`config.mk`:
```
export PLATFORM = sky130hd
export DESIGN_NAME = seg7_capture_flat
export DESIGN_NICKNAME = d
export VERILOG_FILES = /design/src/rtl/seg7_pkg.sv /design/src/rtl/seg7_capture_if.sv /design/src/rtl/seg7_digit_lock.sv /design/src/rtl/seg7_capture.sv /design/src/flat_wrapper.sv
export SDC_FILE = /design/constraint.sdc
export NUM_CORES = 1
export LEC_CHECK = 0
export ABC_AREA = 0
export CORE_ASPECT_RATIO = 1.75
export CORE_MARGIN = 10
export CORE_UTILIZATION = 52
export DETAILED_ROUTE_END_ITERATION = 6
export PLACE_DENSITY = 0.76
export SKIP_LAST_GASP = 1
export SYNTH_ARGS = -nofsm -noshare
export SYNTH_HDL_FRONTEND = slang
export SYNTH_SLANG_ARGS = --single-unit
```
`constraint.sdc`:
```
create_clock -name clk -period 2.45 [get_ports clk]
set_clock_uncertainty 0.05 [all_clocks]
set_input_delay 0.3675 -clock clk [delete_from_list [all_inputs] [get_ports clk]]
set_output_delay 0.3675 -clock clk [all_outputs]
set_load 0.005 [all_outputs]
```
`src/rtl/seg7_pkg.sv`:
```
// Shared 7-segment definitions: active-low patterns, output-state enum and the pattern decoder.
// SEG7_BLANK_EN: when defined, the all-off pattern decodes as a legal blank digit.
package seg7_pkg;

  localparam logic [6:0] SEG_0     = 7'h40;
  localparam logic [6:0] SEG_1     = 7'h79;
  localparam logic [6:0] SEG_2     = 7'h24;
  localparam logic [6:0] SEG_3     = 7'h30;
  localparam logic [6:0] SEG_4     = 7'h19;
  localparam logic [6:0] SEG_5     = 7'h12;
  localparam logic [6:0] SEG_6     = 7'h02;
  localparam logic [6:0] SEG_7     = 7'h78;
  localparam logic [6:0] SEG_8     = 7'h00;
  localparam logic [6:0] SEG_9     = 7'h10;
  localparam logic [6:0] SEG_A     = 7'h08;
  localparam logic [6:0] SEG_B     = 7'h03;
  localparam logic [6:0] SEG_C     = 7'h46;
  localparam logic [6:0] SEG_D     = 7'h21;
  localparam logic [6:0] SEG_E     = 7'h06;
  localparam logic [6:0] SEG_F     = 7'h0E;
  localparam logic [6:0] SEG_BLANK = 7'h7F;

  typedef enum logic [0:0] {EMPTY, FULL} state_e;

  // Returns {err, nibble}; unknown patterns give nibble 0 with err set.
  function automatic logic [4:0] seg7_decode(input logic [6:0] pat);
    logic [4:0] r;
    case (pat)
      SEG_0:     r = 5'h00;
      SEG_1:     r = 5'h01;
      SEG_2:     r = 5'h02;
      SEG_3:     r = 5'h03;
      SEG_4:     r = 5'h04;
      SEG_5:     r = 5'h05;
      SEG_6:     r = 5'h06;
      SEG_7:     r = 5'h07;
      SEG_8:     r = 5'h08;
      SEG_9:     r = 5'h09;
      SEG_A:     r = 5'h0A;
      SEG_B:     r = 5'h0B;
      SEG_C:     r = 5'h0C;
      SEG_D:     r = 5'h0D;
      SEG_E:     r = 5'h0E;
      SEG_F:     r = 5'h0F;
`ifdef SEG7_BLANK_EN
      SEG_BLANK: r = 5'h00;
`endif
      default:   r = 5'h10;
    endcase
    return r;
  endfunction

endpackage

```
`src/rtl/seg7_capture_if.sv`:
```
// Display-bus sampling inputs and decoded-frame valid/ready output of seg7_capture.
// SEG7_BLANK_EN adds the frm_blank field.
interface seg7_capture_if #(parameter int NUM_DIGITS = 4);
  logic [6:0]              seg_n;
  logic [NUM_DIGITS-1:0]   dig_sel;
  logic                    smp_en;
  logic [4*NUM_DIGITS-1:0] frm_data;
  logic [NUM_DIGITS-1:0]   frm_err;
  logic                    frm_valid;
  logic                    frm_ready;
  logic                    ovf;
`ifdef SEG7_BLANK_EN
  logic [NUM_DIGITS-1:0]   frm_blank;
`endif

  modport master (
    output seg_n, dig_sel, smp_en, frm_ready,
    input  frm_data, frm_err, frm_valid, ovf
`ifdef SEG7_BLANK_EN
    , input frm_blank
`endif
  );

  modport slave (
    input  seg_n, dig_sel, smp_en, frm_ready,
    output frm_data, frm_err, frm_valid, ovf
`ifdef SEG7_BLANK_EN
    , output frm_blank
`endif
  );
endinterface

```
`src/rtl/seg7_digit_lock.sv`:
```
// Debounce/lock for one digit: counts identical consecutive samples and freezes the decode.
// SEG7_BLANK_EN adds the blank output.
module seg7_digit_lock
  import seg7_pkg::*;
#(
  parameter int STABLE_CNT = 3
) (
  input  logic       clk,
  input  logic       rst,
  input  logic       clr,
  input  logic       smp,
  input  logic [6:0] seg_n,
  output logic       done,
  output logic [3:0] nib,
  output logic       err
`ifdef SEG7_BLANK_EN
  , output logic     blank
`endif
);
  localparam int CNT_W = $clog2(STABLE_CNT + 1);
  localparam logic [CNT_W-1:0] CNT_MAX = CNT_W'(STABLE_CNT);

  logic [6:0]       last;
  logic [CNT_W-1:0] cnt, cnt_nxt;
  logic             lock, locking;
  logic [3:0]       nib_q;
  logic             err_q;
  logic [4:0]       dec;

  assign dec = seg7_decode(seg_n);

  always_comb begin
    cnt_nxt = CNT_W'(1);
    if (seg_n == last)
      cnt_nxt = (cnt == CNT_MAX) ? cnt : cnt + CNT_W'(1);
  end

  // done includes the locking sample itself so the frame can load on the same edge
  assign locking = smp && !lock && (cnt_nxt == CNT_MAX);
  assign done    = lock || locking;
  assign nib     = lock ? nib_q : dec[3:0];
  assign err     = lock ? err_q : dec[4];

`ifdef SEG7_BLANK_EN
  logic blank_q;
  assign blank = lock ? blank_q : (seg_n == SEG_BLANK);
  always_ff @(posedge clk) begin
    if (rst)          blank_q <= 1'b0;
    else if (locking) blank_q <= (seg_n == SEG_BLANK);
  end
`endif

  always_ff @(posedge clk) begin
    if (rst) begin
      last  <= SEG_BLANK;
      cnt   <= '0;
      lock  <= 1'b0;
      nib_q <= '0;
      err_q <= 1'b0;
    end else begin
      if (smp && !lock) begin
        last <= seg_n;
        cnt  <= cnt_nxt;
      end
      if (locking) begin
        lock  <= 1'b1;
        nib_q <= dec[3:0];
        err_q <= dec[4];
      end
      if (clr) begin
        cnt  <= '0;
        lock <= 1'b0;
      end
    end
  end
endmodule

```
`src/rtl/seg7_capture.sv`:
```
// Captures a multiplexed active-low 7-segment bus into decoded multi-digit frames (valid/ready).
// SEG7_BLANK_EN: treat 7'h7F as a legal blank digit and drive frm_blank.
module seg7_capture
  import seg7_pkg::*;
#(
  parameter int NUM_DIGITS = 4,
  parameter int STABLE_CNT = 3
) (
  input logic           clk,
  input logic           rst,
  seg7_capture_if.slave bus
);
  localparam logic [0:0] S_EMPTY = EMPTY;
  localparam logic [0:0] S_FULL  = FULL;

  logic                    smp_cycle, complete, load;
  logic [NUM_DIGITS-1:0]   done;
  logic [4*NUM_DIGITS-1:0] cand_data, data_q;
  logic [NUM_DIGITS-1:0]   cand_err, err_q;
  logic [0:0]              state;
  logic                    ovf_q;

  // Exactly one digit selected while the strobe is high; anything else is ignored
  assign smp_cycle = bus.smp_en && (bus.dig_sel != '0) &&
                     ((bus.dig_sel & (bus.dig_sel - NUM_DIGITS'(1))) == '0);

`ifdef SEG7_BLANK_EN
  logic [NUM_DIGITS-1:0] cand_blank, blank_q;
`endif

  for (genvar g = 0; g < NUM_DIGITS; g++) begin : g_digit
    seg7_digit_lock #(.STABLE_CNT(STABLE_CNT)) u_lock (
      .clk   (clk),
      .rst   (rst),
      .clr   (complete),
      .smp   (smp_cycle && bus.dig_sel[g]),
      .seg_n (bus.seg_n),
      .done  (done[g]),
      .nib   (cand_data[4*g +: 4]),
      .err   (cand_err[g])
`ifdef SEG7_BLANK_EN
      , .blank (cand_blank[g])
`endif
    );
  end

  assign complete = &done;
  assign load     = complete && ((state == S_EMPTY) || bus.frm_ready);

  // A completion while the held frame is not being taken is dropped and flagged
  always_ff @(posedge clk) begin
    if (rst) begin
      state  <= S_EMPTY;
      data_q <= '0;
      err_q  <= '0;
      ovf_q  <= 1'b0;
    end else begin
      if (load) begin
        state  <= S_FULL;
        data_q <= cand_data;
        err_q  <= cand_err;
      end else if ((state == S_FULL) && bus.frm_ready) begin
        state <= S_EMPTY;
      end
      if (complete && !load)
        ovf_q <= 1'b1;
    end
  end

`ifdef SEG7_BLANK_EN
  always_ff @(posedge clk) begin
    if (rst)       blank_q <= '0;
    else if (load) blank_q <= cand_blank;
  end
  assign bus.frm_blank = blank_q;
`endif

  assign bus.frm_data  = data_q;
  assign bus.frm_err   = err_q;
  assign bus.frm_valid = (state == S_FULL);
  assign bus.ovf       = ovf_q;
endmodule

```
`src/flat_wrapper.sv`:
```
// flat-port wrapper written by rule: the top's interface ports become plain ports
module seg7_capture_flat import seg7_pkg::*;
#(
  parameter int NUM_DIGITS = 4,
  parameter int STABLE_CNT = 3
)
  (clk, rst, bus_seg_n, bus_dig_sel, bus_smp_en, bus_frm_ready, bus_frm_data, bus_frm_err, bus_frm_valid, bus_ovf);
  seg7_capture_if #(.NUM_DIGITS(NUM_DIGITS)) bus_i ();
  input logic clk;
  input logic rst;
  input wire logic [$bits(bus_i.seg_n)-1:0] bus_seg_n;
  input wire logic [$bits(bus_i.dig_sel)-1:0] bus_dig_sel;
  input wire logic [$bits(bus_i.smp_en)-1:0] bus_smp_en;
  input wire logic [$bits(bus_i.frm_ready)-1:0] bus_frm_ready;
  output wire logic [$bits(bus_i.frm_data)-1:0] bus_frm_data;
  output wire logic [$bits(bus_i.frm_err)-1:0] bus_frm_err;
  output wire logic [$bits(bus_i.frm_valid)-1:0] bus_frm_valid;
  output wire logic [$bits(bus_i.ovf)-1:0] bus_ovf;
  assign bus_i.seg_n = bus_seg_n;
  assign bus_i.dig_sel = bus_dig_sel;
  assign bus_i.smp_en = bus_smp_en;
  assign bus_i.frm_ready = bus_frm_ready;
  assign bus_frm_data = bus_i.frm_data;
  assign bus_frm_err = bus_i.frm_err;
  assign bus_frm_valid = bus_i.frm_valid;
  assign bus_ovf = bus_i.ovf;
  seg7_capture #(.NUM_DIGITS(NUM_DIGITS), .STABLE_CNT(STABLE_CNT)) u_core (.clk(clk), .rst(rst), .bus(bus_i));
endmodule
```
* After elaboration in Yosys (flattened, before gate mapping)
Index checks and enable logic that the tools add are counted.
** Word-level totals
- Output and inout bits :: 22
- RAM bits :: 0
- Bits of input ports :: 15
- Latch bits :: 0
- ROM bits :: 0
- Logic and storage cells :: 110
- Register bits after elaboration :: 82
- Memories :: 0
** Operators by class
- Eq/ne operators :: 27
- Multiplexer cells :: 19
- Bitwise operators :: 2
- Reduce and logical (&&, ||, !) cells :: 33
- Div/mod/pow operators :: 0
- Magnitude comparators :: 0
- Shift operators :: 0
- $mul :: 0
- Add/sub/neg operators :: 5
** Operators by type and width (number)
- $pmux 5 s16 :: 1
- $eq 7x7->1 :: 4
- $eq 7x7->1 const B :: 4
- $eq 7x5->1 const B :: 3
- $eq 7x6->1 const B :: 3
- $logic_and 1x1->1 :: 17
- $eq 2x2->1 const B :: 8
- $mux 2 :: 8
- $mux 4 :: 4
- $eq 7x2->1 const B :: 2
- $eq 7x4->1 const B :: 2
- $add 2x1->2 const B :: 4
- $eq 7x3->1 const B :: 1
- $logic_not 7->1 :: 1
- $mux 1 :: 6
- $logic_not 1->1 :: 5
- $logic_or 1x1->1 :: 5
- $and 4x4->4 :: 1
- $logic_not 4->1 :: 1
- $reduce_and 4->1 :: 1
- $reduce_bool 4->1 :: 1
- $sub 4x1->4 const B :: 1
- $reduce_bool 2->1 :: 1
- $reduce_or 2->1 :: 1
- $not 1->1 :: 1

* Depth between registers and ports, before layout
Gate-level depths: netlist of the first run.
- Word-level depth :: 12
- Depth in mapped cells :: 10
- Gate-level depth less buffers :: 6

* Cells and area by module
Synthesis of the first run repeated with hierarchy kept, for this count alone.
** Unflattened totals
- Cell total of the unflattened synthesis :: 629
- Area total of the unflattened synthesis :: 5027.3 um^2
** By module, submodules not included
- seg7_digit_lock :: seq. area each 300.3 um^2, cells an instance 131, area each 1034.7 um^2, instances 4
- seg7_capture :: seq. area each 440.4 um^2, cells an instance 105, area each 888.4 um^2, instances 1

* Worst setup path before layout of the first run
OpenSTA, ideal clock, no wires.
- Path kind :: input to register
- Start :: input port bus_seg_n[2]
- End :: register u_core.g_digit[1].u_lock.cnt[0]
- Setup time :: 0.138 ns
- Required time :: 2.262 ns
- Buffers on the path :: 2
- Data arrival time :: 2.157 ns
- Slack :: 0.105 ns
- Stages :: 8
- Cell sequence :: buf_2 xor2_1 nor4b_2 nor4b_4 o2bb2ai_2 o21ai_1 buf_2 a311oi_1
** On the way
- Longest elaborated chain between the ends :: 7
- Elaborated cells between the ends (all ways) :: 22
- Those cells by class :: eq/ne (8); mux (4); reduce/logical (10)
** RTL lines
- from (decl) :: RTL line flat_wrapper.sv:11 : input wire logic [$bits(bus_i.seg_n)-1:0] bus_seg_n;
- $eq 7x7->1 :: RTL line seg7_digit_lock.sv:34 : if (seg_n == last)
- $mux 2 :: RTL line seg7_digit_lock.sv:34
- $eq 2x2->1 :: RTL line seg7_digit_lock.sv:39 : assign locking = smp && !lock && (cnt_nxt == CNT_MAX);
- $logic_and 1x1->1 :: RTL line seg7_digit_lock.sv:39
- $logic_or 1x1->1 :: RTL line seg7_digit_lock.sv:40 : assign done = lock || locking;
- $reduce_and 4->1 :: RTL line seg7_capture.sv:47 : assign complete = &done;
- $reduce_or 2->1 (no line)
- to (signal assigned) :: RTL line seg7_digit_lock.sv:63 : cnt <= cnt_nxt;
- to (decl) :: RTL line seg7_digit_lock.sv:24 : logic [CNT_W-1:0] cnt, cnt_nxt;
Parallel ways exist; a longest one is shown, timed or not.
A chain may end at the register's enable or synchronous reset.

* Worst setup path after layout of the first run
- Start :: input port bus_seg_n[0]
- End :: register u_core.data_q[12], in the netlist u_core.bus.frm_data[12]
** On the way
- Longest elaborated chain between the ends :: 7
- Elaborated cells between the ends (all ways) :: 40
- Those cells by class :: eq/ne (23); mux (6); reduce/logical (11)
** RTL lines
- $eq 7x7->1 :: RTL line seg7_digit_lock.sv:34
- $mux 2 :: RTL line seg7_digit_lock.sv:34
- $eq 2x2->1 :: RTL line seg7_digit_lock.sv:39
- $logic_and 1x1->1 :: RTL line seg7_digit_lock.sv:39
- $logic_or 1x1->1 :: RTL line seg7_digit_lock.sv:40
- $reduce_and 4->1 :: RTL line seg7_capture.sv:47
- $logic_and 1x1->1 :: RTL line seg7_capture.sv:48 : assign load = complete && ((state == S_EMPTY) || bus.frm_ready);
- to (signal assigned) :: RTL line seg7_capture.sv:60 : data_q <= cand_data;
- to (decl) :: RTL line seg7_capture.sv:18 : logic [4*NUM_DIGITS-1:0] cand_data, data_q;
Parallel ways exist; a longest one is shown, timed or not.

==> metrics.csv, run 1 <==
metric;value;unit
largest net degree at the start of global routing;35;
P_sw;665;µW
Port Buf Inserts;36;
Min Hold Slack;0.413;ns
CP Data Required Time;2.65;ns
via count;3625;
crit path launch type;primary input;
GRT met3 Usage;0.0470;
CTS root buffer;clkbuf_16;
largest cells by area after synthesis;dfxtp_1, mux2i_1, nand2_1;
worst r2r src;u_core.g_digit[0].u_lock.lock$_SDFFE_PP0P_;
Hold Vio Cnt, Final;0;
YS warnings;0;
Clock Latency Late Sink;0.34;ns
status;completed;
Cells after DPL;607;
worst slack, placed;-0.394;ns
Final Cycle Share;0.997;
crit path DAT;2.65;ns
filler instances;600;
Lkg Pwr;2.24;nW
clock buffer depth;2;
critical path endpoint category;register;
Reg2Reg Setup Slack;0.34;ns
gr ovfl total;0;
Worst Hold End;u_core.bus.frm_data[9]$_SDFFE_PP0P_;
minimum clock period;2.44;ns
area delta synth->final;30.1;%
Setup crit start;bus_seg_n[0];
power per cell area;565;nW/µm²
Reg2Reg Capture Point;u_core.bus.frm_data[5]$_SDFFE_PP0P_;
r2r worst-path depth;7;
CTS Buf Count;9;
Antenna diodes;0;
die height;136;µm
CORE AREA;7570;µm²
CTS tree;built;
met2 Use GR;0.324;
# setup viols final;0;
combinational share of power;0.091;
clock slew at reported path FFs;0.06;ns
Post-synth ARST share;0;
routed vias/inst;5.76;
Post-Syn Instances;453;
Total Wirelength;10600;µm
antenna violations before repair;0;
Hold Crit Class;register to register;
fin cells;629;
Yosys reg bits;82;
gpl congestion;0.925;
Yosys cell types;52;
met1 Use GR;0.167;
die area;11800;µm²
Worst Path Max Fanout;10;
Slew headroom;0.554;
most frequent cell after synthesis;dfxtp_1;
GRT Max-Usage Layer;met2;
actual slew at the worst max-slew pin;0.660;ns
I/O Pins;37;
Synth area leader;dfxtp_1;
synth cell count leaders;dfxtp_1, nand2_1, mux2i_1, nor2_1, xnor2_1;
ys flop type;dfxtp_1;
area share of the largest cell type after synthesis;0.407;
first-pass GRT wire length;16900;µm
Final WS setup;0.00756;ns
post-cts hold buffer count;0;
Synth Net Count;468;
Clock power frac;0.454;
Global Route Usage Sum;0.178;
maximum clock frequency;409;MHz
CTS Sinks;82;
Max VDD drop;0.431;mV
Flop pwr share;0.454;
MaxCap Viol Count;0;
worst hold path cell count;2;
Pre-antenna DRT Iters;6;
sw frac;0.224;
synthesized area;4030;µm²
Detail Route Antenna Nets;0;
Crit Path Category;primary input to register;
Post-DP HPWL;7770;µm
share of layout cells above drive strength 1;0.187;
Detailed Route Iter0 Violations;269;
EDFF count, synth;0;
Power Internal;2.30;mW
Initial Utilization;0.533;
# DRC;0;
routed length per instance;16.8;µm
hold path startpoint;u_core.bus.frm_data[9]$_SDFFE_PP0P_;
H-tree Lvls;3;
die width;86.6;µm
syn_area_per_cell;8.90;µm²
vias in the first global route;3702;
Max Slew Vio Count;0;
Site Rows;42;
Seq/Total Area, Yosys;0.407;
Post-layout nets;553;
[power by group through the flow]
stage               logic, mW  clock network (mW)  registers [mW]
floorplan               0.155                   0            1.38
global placement        0.249                   0            1.38
detailed placement      0.255                   0            1.38
CTS                     0.257                1.37            1.35
global route            0.292                1.41            1.35
finish                  0.270                1.35            1.35
[state kept, by name, summed over array words and instances (netlist names)]
name / cells
u_core.g_digit.u_lock.err_q: 4
u_core.g_digit.u_lock.cnt: 8
u_core.bus.frm_err: 4
u_core.g_digit.u_lock.lock: 4
u_core.bus.frm_valid: 1
u_core.bus.ovf: 1
u_core.g_digit.u_lock.nib_q: 16
u_core.g_digit.u_lock.last: 28
u_core.bus.frm_data: 16
[critical path, cell delays in order]
cell	delay, ns
clkdlybuf4s50_1	0.42
buf_4	0.19
buf_4	0.17
nand2b_1	0.20
nor2_1	0.15
a22oi_1	0.11
o41ai_1	0.56
buf_12	0.20
mux2i_1	0.08
o31ai_1	0.19
[cell families (layout without fill, tap and decap cells)]
kind of cell / Yosys count / count (layout) / synth area share
AO/OA/AOI/OAI: 86 / 86 / 0.150
flip-flops: 82 / 82 / 0.407
multiplexers: 51 / 51 / 0.127
XOR/XNOR: 30 / 30 / 0.0652
buffers and inverters: 42 / 130 / 0.0499
AND/OR/NAND/NOR: 162 / 162 / 0.201
[how the worst max path moves through the flow]
stage	end	slack, ns
after floorplan	u_core.g_digit[1].u_lock.cnt[0]$_SDFFE_PP0P_	0.11
after global placement	u_core.bus.frm_data[4]$_SDFFE_PP0P_	-0.39
after detailed placement	u_core.bus.frm_data[4]$_SDFFE_PP0P_	-0.39
after CTS	u_core.bus.frm_data[14]$_SDFFE_PP0P_	0.02
after global routing	u_core.bus.frm_data[0]$_SDFFE_PP0P_	-0.12
final	u_core.bus.frm_data[12]$_SDFFE_PP0P_	0.008
[cell usage in the layout, fill, tap and decap left out, drive strengths merged, types with 6 or more instances in the layout]
master and count:
dfxtp 82, nand2 70, buf 70, mux2i 51
clkdlybuf4s50 35, nor2 34, xnor2 25, a21oi 16
nand3 16, o21ai 16, o211ai 12, clkbuf 12
nor3 9, a31oi 8, a311oi 8, o311ai 8
inv 6, nor2b 6, nor4 6
[timing repair]
| action | CTS | global route |
|---|---|---|
| setup endpoints to repair | 2 | 35 |
| gates resized for setup | 2 | 13 |
| setup buffers | 0 | 8 |
| pin swaps | 0 | 2 |
[metrics by stage]
stage | cell area [µm²] | power (mW) | setup TNS [ns] | utilization
after floorplan | 4030 | 1.53 | 0 | -
after global placement | 4830 | 1.63 | -9.76 | 0.638
after detailed placement | 4830 | 1.63 | -12.22 | 0.638
after CTS | 5120 | 2.97 | 0 | 0.677
after global routing | 5250 | 3.05 | -0.494 | 0.693
final | 5250 | 2.97 | 0 | 0.693
[layout make-up]
| cell class | instances | area, µm² | share of cell area |
|---|---|---|---|
| Inverter | 10 | 37.5 | 0.00715 |
| Sequential cell | 82 | 1640 | 0.313 |
| Tap cell | 88 | 110 | 0.0210 |
| Clock buffer | 12 | 256 | 0.0489 |
| Clock inverter | 2 | 37.5 | 0.00715 |
| Multi-Input combinational cell | 329 | 2240 | 0.427 |
| Timing Repair Buffer | 106 | 925 | 0.176 |
[layer usage]
layer  up-vias  part of all wire  wire (µm)
met5         -                 0          0
met3        35             0.045        474
met4         0             0.042        446
met1      1723              0.37       3870
met2        90              0.55       5800
li1       1777                 -          -
No activity file was read; power rests on OpenSTA's default activity.
==> inputs of run 2 (changes only) <==
--- a/config.mk
+++ b/config.mk
@@ -8,10 +8,11 @@
 export ABC_AREA = 0
 export CORE_ASPECT_RATIO = 1.75
 export CORE_MARGIN = 10
-export CORE_UTILIZATION = 52
+export CORE_UTILIZATION = 54
 export DETAILED_ROUTE_END_ITERATION = 6
-export PLACE_DENSITY = 0.76
+export PLACE_DENSITY = 0.77
 export SKIP_LAST_GASP = 1
 export SYNTH_ARGS = -nofsm -noshare
 export SYNTH_HDL_FRONTEND = slang
+export SYNTH_HIERARCHICAL = 1
 export SYNTH_SLANG_ARGS = --single-unit
==> run 2 against run 1 <==
  * Non-clock buffer count increased by 32
  * Clock power increased by 6%
  * Global-route usage increased by 4.4 points
  * The flow now finishes with violations (setup timing)
  * Wire length increased by 47%
  * Sequential power about the same
  * Sequential share of layout area decreased by 6.6 points
  * Worst setup slack got worse by 0.019 ns
==> metrics.csv, run 2 <==
metric;value;unit;change
Yosys cell types;48;;-7.7%
maximum clock frequency;406;MHz;-0.77%
Total Wirelength;15600;µm;+47%
Port Buf Inserts;36;;unchanged
hold path startpoint;bus_seg_n[4];;
Pre-antenna DRT Iters;7;;+1
Post-Syn Instances;629;;+39%
CTS root buffer;clkbuf_16;;
routed length per instance;18.4;µm;+9.6%
largest cells by area after synthesis;dfxtp_1, nand2_1, a21oi_1;;
antenna violations before repair;0;;unchanged
Clock Latency Late Sink;0.35;ns;about the same
Crit Path Category;primary input to register;;
met2 routed WL;8350;µm;+44%
Slew headroom;0.381;;-0.173
crit path launch type;primary input;;
first-pass GRT wire length;24700;µm;+46%
worst r2r src;u_core/g_digit[1].u_lock/last[6]$_SDFFE_PP1P_;;
actual slew at the worst max-slew pin;0.929;ns;+0.269 ns
Antenna diodes;0;;unchanged
YS warnings;6;;+6
die width;92.9;µm;+7.4%
synthesized area;5030;µm²;+25%
DR WL met3;805;µm;+70%
final instance area;6650;µm²;+27%
largest net degree at the start of global routing;45;;+29%
Max Slew Vio Count;0;;unchanged
syn_area_per_cell;7.99;µm²;-10%
Cells after DPL;816;;+34%
area share of the largest cell type after synthesis;0.327;;-0.0805
Worst Path Max Fanout;6;;-4
Synth Net Count;644;;+38%
fin cells;843;;+34%
max FFs per register;28;;unchanged
filler instances;700;;+17%
gr ovfl total;0;;unchanged
H-tree Lvls;3;;unchanged
Final WS setup;-0.0115;ns;-0.0191 ns
area delta synth->final;32.2;%;
Yosys reg bits;82;;unchanged
unrepaired setup endpoints after global routing;true;;
I/O Pins;37;;unchanged
clock slew at reported path FFs;0.06;ns;about the same
CTS Buf Count;9;;unchanged
Hold Vio Cnt, Final;0;;unchanged
MaxCap Viol Count;0;;unchanged
Post-DP HPWL;10500;µm;+35%
Largest Register;u_core/g_digit.u_lock/last;;
Global Route Usage Sum;0.222;;+0.0439
Seq/Total Area, Yosys;0.327;;-0.0805
failing checks;setup timing;;
critical path endpoint category;register;;
Final Cycle Share;1.00;;+0.00779
Post-layout nets;735;;+33%
gpl congestion;0.904;;-2.3%
via count;5213;;+44%
most frequent cells in the layout;dfxtp_1, buf_4, nand2_1;;
Detail Route Antenna Nets;0;;unchanged
routed vias/inst;6.18;;+7.3%
EDFF count, synth;0;;unchanged
die height;148;µm;+8.2%
minimum clock period;2.46;ns;+0.0191 ns
die area;13700;µm²;+16%
top layer used by detailed routing;met4;;
status;finished, violations left;;
placed instance area;6080;µm²;+26%
Post-synth ARST share;0;;unchanged
vias in the first global route;5099;;+38%
Setup crit start;bus_dig_sel[3];;
crit path DAT;2.64;ns;about the same
power per cell area;490;nW/µm²;-13%
met1 WL;5800;µm;+50%
synth cell count leaders;dfxtp_1, nand2_1, a21oi_1, nand3_1, o21ai_0;;
Initial Utilization;0.553;;+0.0199
Synth area leader;dfxtp_1;;
Lkg Pwr;2.62;nW;+17%
CTS tree;built;;
CORE AREA;9090;µm²;+20%
Hold Crit Class;primary input to register;;
share of layout cells above drive strength 1;0.259;;+0.0720
CTS Sinks;82;;unchanged
clock buffer depth;2;;unchanged
# DRC;0;;unchanged
ys flop type;dfxtp_1;;
Detailed Route Iter0 Violations;461;;+71%
Site Rows;46;;+9.5%
Max VDD drop;0.413;mV;-4.1%
most frequent cell after synthesis;dfxtp_1;;
# setup viols final;2;;+2
CP Data Required Time;2.63;ns;-0.02 ns
==> run 2: worst paths after layout <==
path / to / slack (ns) / cells past startpoint
worst max-delay path: u_core/bus.frm_data[8]$_SDFFE_PP0P_ / -0.01 / 10
worst min-delay path: u_core/g_digit[0].u_lock/last[4]$_SDFFE_PP1P_ / 0.39 / 4
worst max register to register: u_core/bus.frm_data[8]$_SDFFE_PP0P_ / 0.10 / 8
worst min register to register: u_core/g_digit[1].u_lock/err_q$_SDFFE_PP0P_ / 0.40 / 2
==> run 2: critical path: stages <==
cell and delay, ns:
clkdlybuf4s15_2 0.25, nor4b_4 0.35, nor2b_4 0.21, nand2_1 0.09
or4b_4 0.53, nand2b_4 0.11, nand4_4 0.20, buf_6 0.20
o21ai_0 0.23, a21oi_2 0.10
==> run 2: stage by stage <==
step / setup TNS (ns) / hold slack [ns] / setup WS [ns] / total power, mW / utilization
2_1_floorplan: -0.206 / 0.376 / -0.0181 / 1.62 / -
3_3_place_gp: -25.49 / 0.389 / -0.605 / 1.82 / 0.669
3_5_place_dp: -28.06 / 0.396 / -0.656 / 1.83 / 0.669
4_1_cts: -0.210 / 0.387 / -0.0454 / 3.24 / 0.723
5_1_grt: -0.725 / 0.414 / -0.117 / 3.35 / 0.731
6_report: -0.0165 / 0.389 / -0.0115 / 3.25 / 0.731
==> run 2: cells by family (layout without fill, tap and decap cells) <==
kind of cell | Yosys count | after routing | synth area share
mux | 20 | 20 | 0.0428
simple gates | 246 | 246 | 0.273
compound gates | 162 | 162 | 0.203
buf+inv | 83 | 177 | 0.0856
xor+xnor | 36 | 36 | 0.0687
flops | 82 | 82 | 0.327
==> run 2: report_power, final <==
| part | switching (mW) | internal (mW) | total [mW] |
|---|---|---|---|
| clock | 0.549 | 0.881 | 1.43 |
| sequential | 0.00882 | 1.34 | 1.35 |
| combinational | 0.257 | 0.213 | 0.470 |
==> run 2: area by class of cell <==
class / count / area, µm² / area share
Clock buffer: 9 / 225 / 0.0339
Clock inverter: 5 / 81.3 / 0.0122
Inverter: 25 / 106 / 0.0160
Multi-Input combinational cell: 464 / 3120 / 0.470
Sequential cell: 82 / 1640 / 0.247
Tap cell: 120 / 150 / 0.0226
Timing Repair Buffer: 138 / 1320 / 0.198
==> run 2: layer usage <==
layer	global-route usage	up-vias
li1	-	2463
met1	0.225	2554
met2	0.401	155
met3	0.0461	41
met4	0.129	0
met5	0	-
==> run 2: what timing repair did <==
action                     4_1_cts  5_1_grt
cloned                           2        1
setup endpoints to repair       45       36
pin swaps                       20       11
buffers inserted                 6        5
gates resized for setup         44       25
hold buffers                     0        0
